**src/rtl/bsg_link_piso_stage_pkg.sv**
```systemverilog
// Shared link package: state encoding and parameter helpers for the
// parallel-in/serial-out stage and the matching serial-in/parallel-out stage.
package bsg_link_piso_stage_pkg;

    // EMPTY: no word held. SHIFT: a word is held and its chunks are being emitted.
    typedef enum logic [0:0] {
        ST_EMPTY = 1'b0,
        ST_SHIFT = 1'b1
    } piso_state_e;

    // Width of one chunk when a word is split into els pieces.
    function automatic int chunk_width(input int width, input int els);
        return width / els;
    endfunction

    // A word must split into a whole number of chunks, at least one per word.
    function automatic bit params_legal(input int width, input int els);
        return (els >= 1) && (els <= width) && ((width % els) == 0);
    endfunction

endpackage

```
**src/rtl/bsg_link_piso_stage_chk.sv**
```systemverilog
// Simulation-only protocol checks for bsg_link_piso_stage.
// Ports: clk_i/reset_n_i, upstream v_i/yumi_o, downstream v_o/ready_i/data_o,
// and the internal chunk counter cnt_i.
module bsg_link_piso_stage_chk
    import bsg_link_piso_stage_pkg::*;
#(
    parameter int width_p   = 16,
    parameter int els_p     = 4,
    parameter int lg_els_lp = 2,
    parameter int cw_lp     = 4
) (
    input logic                 clk_i,
    input logic                 reset_n_i,
    input logic                 v_i,
    input logic                 yumi_o,
    input logic                 v_o,
    input logic                 ready_i,
    input logic [cw_lp-1:0]     data_o,
    input logic [lg_els_lp-1:0] cnt_i
);

    // Parameter combination must describe a whole number of chunks.
    a_params_legal: assert property (@(posedge clk_i) params_legal(width_p, els_p));

    // The upstream FIFO may only be dequeued while it offers a word.
    a_yumi_needs_v: assert property (@(posedge clk_i) disable iff (!reset_n_i)
        yumi_o |-> v_i);

    // A stalled chunk stays valid and unchanged until it is taken.
    a_stall_stable: assert property (@(posedge clk_i) disable iff (!reset_n_i)
        (v_o && !ready_i) |=> (v_o && $stable(data_o)));

    // The counter wraps by compare and never reaches els_p.
    a_cnt_range: assert property (@(posedge clk_i) disable iff (!reset_n_i)
        int'(cnt_i) < els_p);

endmodule

```
**src/rtl/bsg_link_piso_stage.sv**
```systemverilog
// Width-narrowing parallel-in/serial-out stage.
// Takes full-width words from a valid/yumi FIFO interface and emits them as
// els_p chunks, LSB chunk first, on a valid/ready link interface. Holds one
// word; the next word is loaded on the same cycle the last chunk fires, so
// back-to-back words stream without a bubble.
// Ports:
//   clk_i, reset_n_i      clock, asynchronous active-low reset
//   v_i, data_i, yumi_o   upstream word valid, word, consume strobe
//   v_o, data_o           chunk valid, current chunk
//   first_o, last_o       chunk is chunk 0 / chunk els_p-1 of its word
//   ready_i               downstream accepts chunk when v_o & ready_i
module bsg_link_piso_stage
    import bsg_link_piso_stage_pkg::*;
#(
    parameter  int width_p   = 16,
    parameter  int els_p     = 4,
    localparam int lg_els_lp = (els_p > 1) ? $clog2(els_p) : 1,
    localparam int cw_lp     = chunk_width(width_p, els_p)
) (
    input  logic               clk_i,
    input  logic               reset_n_i,
    input  logic               v_i,
    input  logic [width_p-1:0] data_i,
    output logic               yumi_o,
    output logic               v_o,
    output logic [cw_lp-1:0]   data_o,
    output logic               first_o,
    output logic               last_o,
    input  logic               ready_i
);

    piso_state_e            state_r, w_state_n;
    logic [width_p-1:0]     data_r,  w_data_n;
    logic [lg_els_lp-1:0]   cnt_r,   w_cnt_n;

    logic                   w_full;
    logic                   w_last;
    logic                   w_fire;
    logic                   w_last_fire;
    logic [els_p-1:0][cw_lp-1:0] w_chunks;

    assign w_full      = (state_r == ST_SHIFT);
    assign w_last      = (cnt_r == lg_els_lp'(els_p - 1));
    assign w_fire      = w_full & ready_i;
    assign w_last_fire = w_fire & w_last;
    assign w_chunks    = data_r;

    // Outputs come straight from state; only yumi_o looks at ready_i.
    assign v_o     = w_full;
    assign data_o  = w_chunks[cnt_r];
    assign first_o = (cnt_r == lg_els_lp'(0));
    assign last_o  = w_last;
    assign yumi_o  = v_i & (~w_full | w_last_fire);

    // Next-state: load when empty or when the last chunk leaves, else advance on fire.
    always_comb begin
        w_state_n = state_r;
        w_data_n  = data_r;
        w_cnt_n   = cnt_r;
        case (state_r)
            ST_EMPTY: begin
                if (v_i) begin
                    w_data_n  = data_i;
                    w_cnt_n   = lg_els_lp'(0);
                    w_state_n = ST_SHIFT;
                end else begin
                    w_state_n = ST_EMPTY;
                end
            end
            ST_SHIFT: begin
                if (w_last_fire) begin
                    w_cnt_n = lg_els_lp'(0);
                    if (v_i) begin
                        w_data_n  = data_i;
                        w_state_n = ST_SHIFT;
                    end else begin
                        w_state_n = ST_EMPTY;
                    end
                end else if (w_fire) begin
                    w_cnt_n = cnt_r + lg_els_lp'(1);
                end else begin
                    w_cnt_n = cnt_r;
                end
            end
            default: begin
                w_state_n = ST_EMPTY;
                w_cnt_n   = lg_els_lp'(0);
            end
        endcase
    end

    // State register with asynchronous clear.
    always_ff @(posedge clk_i or negedge reset_n_i) begin
        if (!reset_n_i) begin
            state_r <= ST_EMPTY;
            data_r  <= '0;
            cnt_r   <= lg_els_lp'(0);
        end else begin
            state_r <= w_state_n;
            data_r  <= w_data_n;
            cnt_r   <= w_cnt_n;
        end
    end

    bsg_link_piso_stage_chk #(
        .width_p   (width_p),
        .els_p     (els_p),
        .lg_els_lp (lg_els_lp),
        .cw_lp     (cw_lp)
    ) u_chk (
        .clk_i     (clk_i),
        .reset_n_i (reset_n_i),
        .v_i       (v_i),
        .yumi_o    (yumi_o),
        .v_o       (v_o),
        .ready_i   (ready_i),
        .data_o    (data_o),
        .cnt_i     (cnt_r)
    );

endmodule

```
**config.mk**
```make
export PLATFORM = sky130hd
export DESIGN_NAME = bsg_link_piso_stage
export DESIGN_NICKNAME = d
export VERILOG_FILES = /design/src/rtl/bsg_link_piso_stage_pkg.sv /design/src/rtl/bsg_link_piso_stage_chk.sv /design/src/rtl/bsg_link_piso_stage.sv
export SDC_FILE = /design/constraint.sdc
export NUM_CORES = 1
export LEC_CHECK = 0
export CAP_MARGIN = 10
export CORE_ASPECT_RATIO = 0.6
export CORE_MARGIN = 3
export CORE_UTILIZATION = 40
export CTS_CLUSTER_DIAMETER = 50
export DETAILED_ROUTE_END_ITERATION = 8
export PLACE_DENSITY = 0.74
export SYNTH_ARGS = -nofsm -noshare
export SYNTH_HDL_FRONTEND = slang
export SYNTH_HIERARCHICAL = 1
export SYNTH_SLANG_ARGS = --single-unit
```
**constraint.sdc**
```tcl
create_clock -name clk_i -period 2 [get_ports clk_i]
set_clock_uncertainty 0.05 [all_clocks]
set_input_delay 0.2 -clock clk_i [delete_from_list [all_inputs] [get_ports clk_i]]
set_output_delay 0.2 -clock clk_i [all_outputs]
set_load 0.05 [all_outputs]
```
==> impl_metrics.json <==
{
  "status": "finished clean",
  "die_w_um": 73.5,
  "drtIter0Drc": 31,
  "critPathTopFamily": "flip-flops",
  "die_h_um": 46.5,
  "cp-end-kind": "output pin",
  "cts_sinks": 19,
  "crit_buf_inv": 2,
  "tightest_slew_ns": 0.802,
  "synth_compound_area_share_pct": 23.2,
  "vias": 813,
  "cts_buffers": 3,
  "yosys.area_share.simple_pct": 8.12,
  "yosys_register_bits": 19,
  "grt_pass1_vias": 883,
  "cap_viol_max_count": 0,
  "cpPeakStageDelay_ns": 0.42,
  "ys_types": 19,
  "p_leak_nw": 0.659,
  "path_cells": "ha_1 -> buf_4 -> a21boi_4 -> nor2b_2 -> buf_4",
  "cts_root_buffer": "clkbuf_8",
  "cts_tree": "built",
  "dieArea_um2": 3420,
  "drive_above_1_share_pct": 29.6,
  "synth_cells": 92,
  "grt_usage_pct": 16.2,
  "pwr-share-clk_pct": 11.5,
  "drt_first_pass_iters": 4,
  "syn_nets": 114,
  "slew_violations": 0,
  "seq_area_frac_synth_pct": 43.5,
  "yosysWarnings": 6,
  "total_power_w": 0.00230,
  "grt_max_degree": 21,
  "cts_max_level": 1,
  "finalSetupViolCount": 0,
  "cts_resized": 0,
  "r2r_start": "cnt_r[0]",
  "drt_wl_total_um": 2340,
  "ant_nets": 0,
  "synth_xor_xnor_area_share_pct": 0,
  "tns_ns": 0,
  "diodes": 0,
  "final-seq-area_um2": 475,
  "critical_path_class": "reg2out",
  "path_clk_slew_ns": 0.07,
  "relSlewSlack_pct": 46.5,
  "antenna_found_initial": 0,
  "netlist_area_um2": 1090,
  "synth_mux_area_share_pct": 9.15,
  "insertion_delay_ns": 0.26,
  "dp_hpwl_um": 1790,
  "ir_drop_v": 0.000602,
  "viasPerCell": 5.25,
  "crit_top_cell": "buf_4",
  "place_congestion": 0.676,
  "synth_top_family_by_area": "compound AO/OA/AOI/OAI gates",
  "max_freq_mhz": 542,
  "hp-class": "in2async",
  "holdBufCountCts": 0,
  "io_pins": 28,
  "period_needed_ns": 1.85,
  "crit_arrival_ns": 1.60,
  "post-cts-setup-buffers": 0,
  "power_density_nw_per_um2": 1600,
  "grt_pass1_wl_um": 4070,
  "hold_viol": 0,
  "multi_input_area_um2": 470,
  "crit_path_start_kind": "register",
  "num_rows": 13,
  "comb_power_share_pct": 59.3,
  "crit_required_ns": 1.75,
  "avgSynthCellArea_um2": 11.9,
  "core_area_um2": 2370,
  "critPathSlowestCell": "dfrtp_1",
  "clock_path_buffers": 2,
  "fin_crit_sh_pct": 92.3,
  "nFillCells": 196,
  "rsz0062_at_grt": "false",
  "crit_fanout": 7,
  "nets": 148,
  "drc": 0,
  "switching_power_w": 0.000964,
  "startpoint": "cnt_r[0]",
  "p_int_w": 0.00134,
  "synth_fa_ha_area_share_pct": 2.29,
  "io_buffers": 27,
  "start_util_pct": 46.0,
  "area_growth_pct": 31.4,
  "share_seq_of_total_power_pct": 29.2,
  "swShare_pct": 41.9,
  "holdWs_ns": 0.227,
  "wire_per_inst_um": 15.1,
  "grt_remaining_overflow": 0
}
[power groups by stage]
stage | Sequential (W) | Clock, W | Combinational, W
6_report | 0.000671 | 0.000265 | 0.00137
5_1_grt | 0.000695 | 0.000292 | 0.00147
4_1_cts | 0.000673 | 0.000279 | 0.00139
3_5_place_dp | 0.000681 | 0 | 0.00138
3_3_place_gp | 0.000670 | 0 | 0.00135
2_1_floorplan | 0.000664 | 0 | 0.00102
[layout by cell type (no fill, tap or decap), types with 2 or more instances in the layout]
| cell | n |
|---|---|
| nand2_1 | 16 |
| buf_4 | 16 |
| clkdlybuf4s50_1 | 20 |
| a32o_1 | 2 |
| mux4_2 | 4 |
| ha_1 | 2 |
| clkbuf_8 | 3 |
| dfrtp_1 | 19 |
| inv_1 | 18 |
| o32ai_2 | 10 |
| o32ai_1 | 6 |
[synth_stat cells]
library cell  instances  area share [%]
a21boi_4              1             1.7
a32o_1                2             1.8
and3_1                1            0.57
buf_12                1             1.8
buf_2                 1            0.46
buf_4                 1            0.69
buf_6                 4             4.1
clkbuf_2              1            0.46
dfrtp_1              19              43
ha_1                  2             2.3
inv_1                18             6.2
mux2i_1               1            0.92
mux4_2                4             8.2
nand2_1              16             5.5
nor2_1                1            0.34
nor2b_1               2             1.1
o32ai_1               6             4.8
o32ai_2              10              15
or2_2                 1            0.57
[path summary, 6_finish.rpt]
kind	depth (start not counted)	end	slack, ns
setup / recovery	5	yumi_o	0.15
hold / removal	2	cnt_r[0]	0.23
setup reg to reg	3	data_r[0]	0.30
hold reg to reg	2	data_r[14]	0.50
max in group asynchronous	2	data_r[11]	1.47
min in group clk_i	3	data_r[14]	0.46
[through the flow]
step                      cells  util [%]  worst slack (ns)  instance area, um2
after floorplan              92         -            0.0967                1100
after global placement      151      58.6             0.259                1390
after detailed placement    151      58.6             0.184                1390
after CTS                   155      60.5             0.132                1440
after global routing        155      60.5            0.0432                1440
final                       155      60.5             0.155                1440
[cell type report]
cell class	count	area share, %
Sequential cell	19	33.1
Multi-Input combinational cell	47	32.8
Timing Repair Buffer	37	23.7
Inverter	18	4.70
Clock buffer	4	3.14
Tap cell	30	2.61
[registers in the layout, summed over array words and instances, names as in the netlist]
name,flops
cnt_r,2
v_o,1
data_r,16
[cell families (layout without fill, tap and decap cells)]
group                      after synthesis  after routing
and+or+nand+nor                         21             21
buffers and inverters                   26             59
DFF                                     19             19
muxes                                    5              5
adders and majority gates                2              2
AOI/OAI and AO/OA                       19             19
[per-layer routing]
metal  global-route usage (%)  up-vias  routed length (um)  share of wire, %
met5                        0        -                   0                 0
met4                     5.05        0                  17              0.73
met3                     5.66        2                 141               6.0
met2                     28.9       20                1180                50
met1                     18.7      401                 999                43
li1                         -      390                   -                 -
(Power assumes the default switching activity.)
==> edit, RTL diff (same settings) <==
`els_p` is set to 4 in 2 places; all go to 16.
--- a/src/rtl/bsg_link_piso_stage_chk.sv
+++ b/src/rtl/bsg_link_piso_stage_chk.sv
@@ -6,5 +6,5 @@
 #(
     parameter int width_p   = 16,
-    parameter int els_p     = 4,
+    parameter int els_p     = 16,
     parameter int lg_els_lp = 2,
     parameter int cw_lp     = 4
--- a/src/rtl/bsg_link_piso_stage.sv
+++ b/src/rtl/bsg_link_piso_stage.sv
@@ -14,5 +14,5 @@
 #(
     parameter  int width_p   = 16,
-    parameter  int els_p     = 4,
+    parameter  int els_p     = 16,
     localparam int lg_els_lp = (els_p > 1) ? $clog2(els_p) : 1,
     localparam int cw_lp     = chunk_width(width_p, els_p)
Interface: changed (resized data_o); port bits go from 28 to 25. No check against the original RTL was run, so the function may have changed too.
==> edit against the original RTL <==
- the run now ends with setup timing left
- sequential share of layout area grew 2.9 points
- final area is 2.0% higher
- routed wire length fell by 8.2%
- sequential cell count grew 2
- clock power rose by 6%
- area after synthesis is 2.4% higher
- die area rose by 2.1%
- fmax is 8.3% lower
- worst setup slack worse by 0.17 ns
- critical path depth is 1 lower
- power fell by 16%
- critical path type unchanged
==> edit: results (changes against the original RTL) <==
- GRT Overall Usage: 14.4% (-1.9 points)
- Wire length on met3: 117 microns (-17%)
- WL met2: 1000 microns (-15%)
- Final worst setup slack: -0.0119 ns (-0.167 ns)
- LEAKAGE: 0.000635 uW (-3.6%)
- Sequential cell area: 528 sq um (+11%)
- Number of global-route vias before repair: 728 (-18%)
- Placed cell area: 1400 sq um (+0.54%)
- Peak VDD IR: 0.551 mV (-8.6%)
- Ranking of synthesized cells by area: dfrtp_1, mux2_4, mux4_1
- Sequential fraction of the synthesis area: 46.9% (+3.4 points)
- Routability cong.: 0.875 (+30%)
- First-pass GRT wire length: 3670 microns (-9.9%)
- Post-synth top cells: dfrtp_1, mux2_4, mux2_2
- Via/cell ratio: 5.19 (-1.1%)
- Layout Nets: 130 (-12%)
- Sw frac: 33.7% (-8.2 points)
- Post-Route WL: 2150 microns (-8.2%)
- Met3 usage: 5.56% (-0.11 points)
- Met1 usage in global routing: 19.9% (+1.2 points)
- GR Layer Usage met2: 22.2% (-6.7 points)
- Fill cell count: 214 (+9.2%)
- Syn_nets: 101 (-11%)
- # port buffers: 24 (-11%)
- Sum of negative setup slack: -0.0119 ns (-0.0119 ns)
- Final std cells w/o fill: 139 (-10%)
- DRT Pass-1 Iters: 4 (unchanged)
- Synthesized instance count: 79 (-14%)
- Setup Viol. Count Final: 1 (+1)
- Max_slew headroom: 67.4% (+21 points)
- Share of layout cells above drive strength 1: 36.4% (+6.8 points)
- Failing checks: setup timing
- Status: finished, violations left
- Largest fanout on the critical path: 8 (+1)
- Place WS: 0.112 ns (-0.0717 ns)
- Initial DRC Count: 84 (+170%)
- Final HPWL DP: 1650 microns (-7.7%)
==> edit: changes by cell type after synthesis, sizes merged, moves of 3 or more <==
cell and change:
o32ai -16, nor3b +3, inv -16, mux2 +16, nand2 -10, o21ai +3
==> edit: power groups by stage <==
stage                     clock (uW)  sequential [uW]  combinational [uW]
after global routing             304              837                 918
final                            281              798                 865
after global placement             0              798                 800
after detailed placement           0              808                 830
after CTS                        296              799                 871
after floorplan                    0              704                 725
==> edit: worst max-delay path, cell delays in order, from the launching register on <==
cell     delay, ns
dfrtp_2       0.47
mux4_1        0.60
mux2i_1       0.14
a21oi_1       0.08
buf_4         0.20
==> edit: what timing repair did <==
action,4_1_cts,5_1_grt
gates resized for setup,3,2
pin swaps,1,0
buffers inserted,2,0
setup endpoints to repair,2,2
==> edit: worst paths after layout <==
check	start	end	slack (ns)	depth (start not counted)
setup / recovery	cnt_r[0]	data_o	-0.01	4
hold / removal	reset_n_i	v_o	0.23	2
setup reg to reg	cnt_r[0]	data_r[5]	0.16	6
hold reg to reg	data_r[11]	data_r[11]	0.46	1
max in group asynchronous	reset_n_i	cnt_r[1]	1.44	2
min in group clk_i	data_r[11]	data_r[11]	0.46	1
==> edit: layout make-up <==
type                    count  share of cell area, %
flip-flops and latches     21                   36.0
multi-input cells          50                   36.0
repair buffers             30                   21.6
clock buffers               3                   2.82
well taps                  32                   2.73
inverters                   2                  0.512
clock inverters             1                  0.342
==> edit: logic make-up after synthesis <==
logic type      Yosys count  synth area share [%]
fa+ha+maj                 2                  2.23
simple gates             15                  7.82
compound gates           11                  6.81
buf+inv                   8                  6.37
xor+xnor                  1                 0.782
flops                    21                  46.9
mux                      21                  29.1
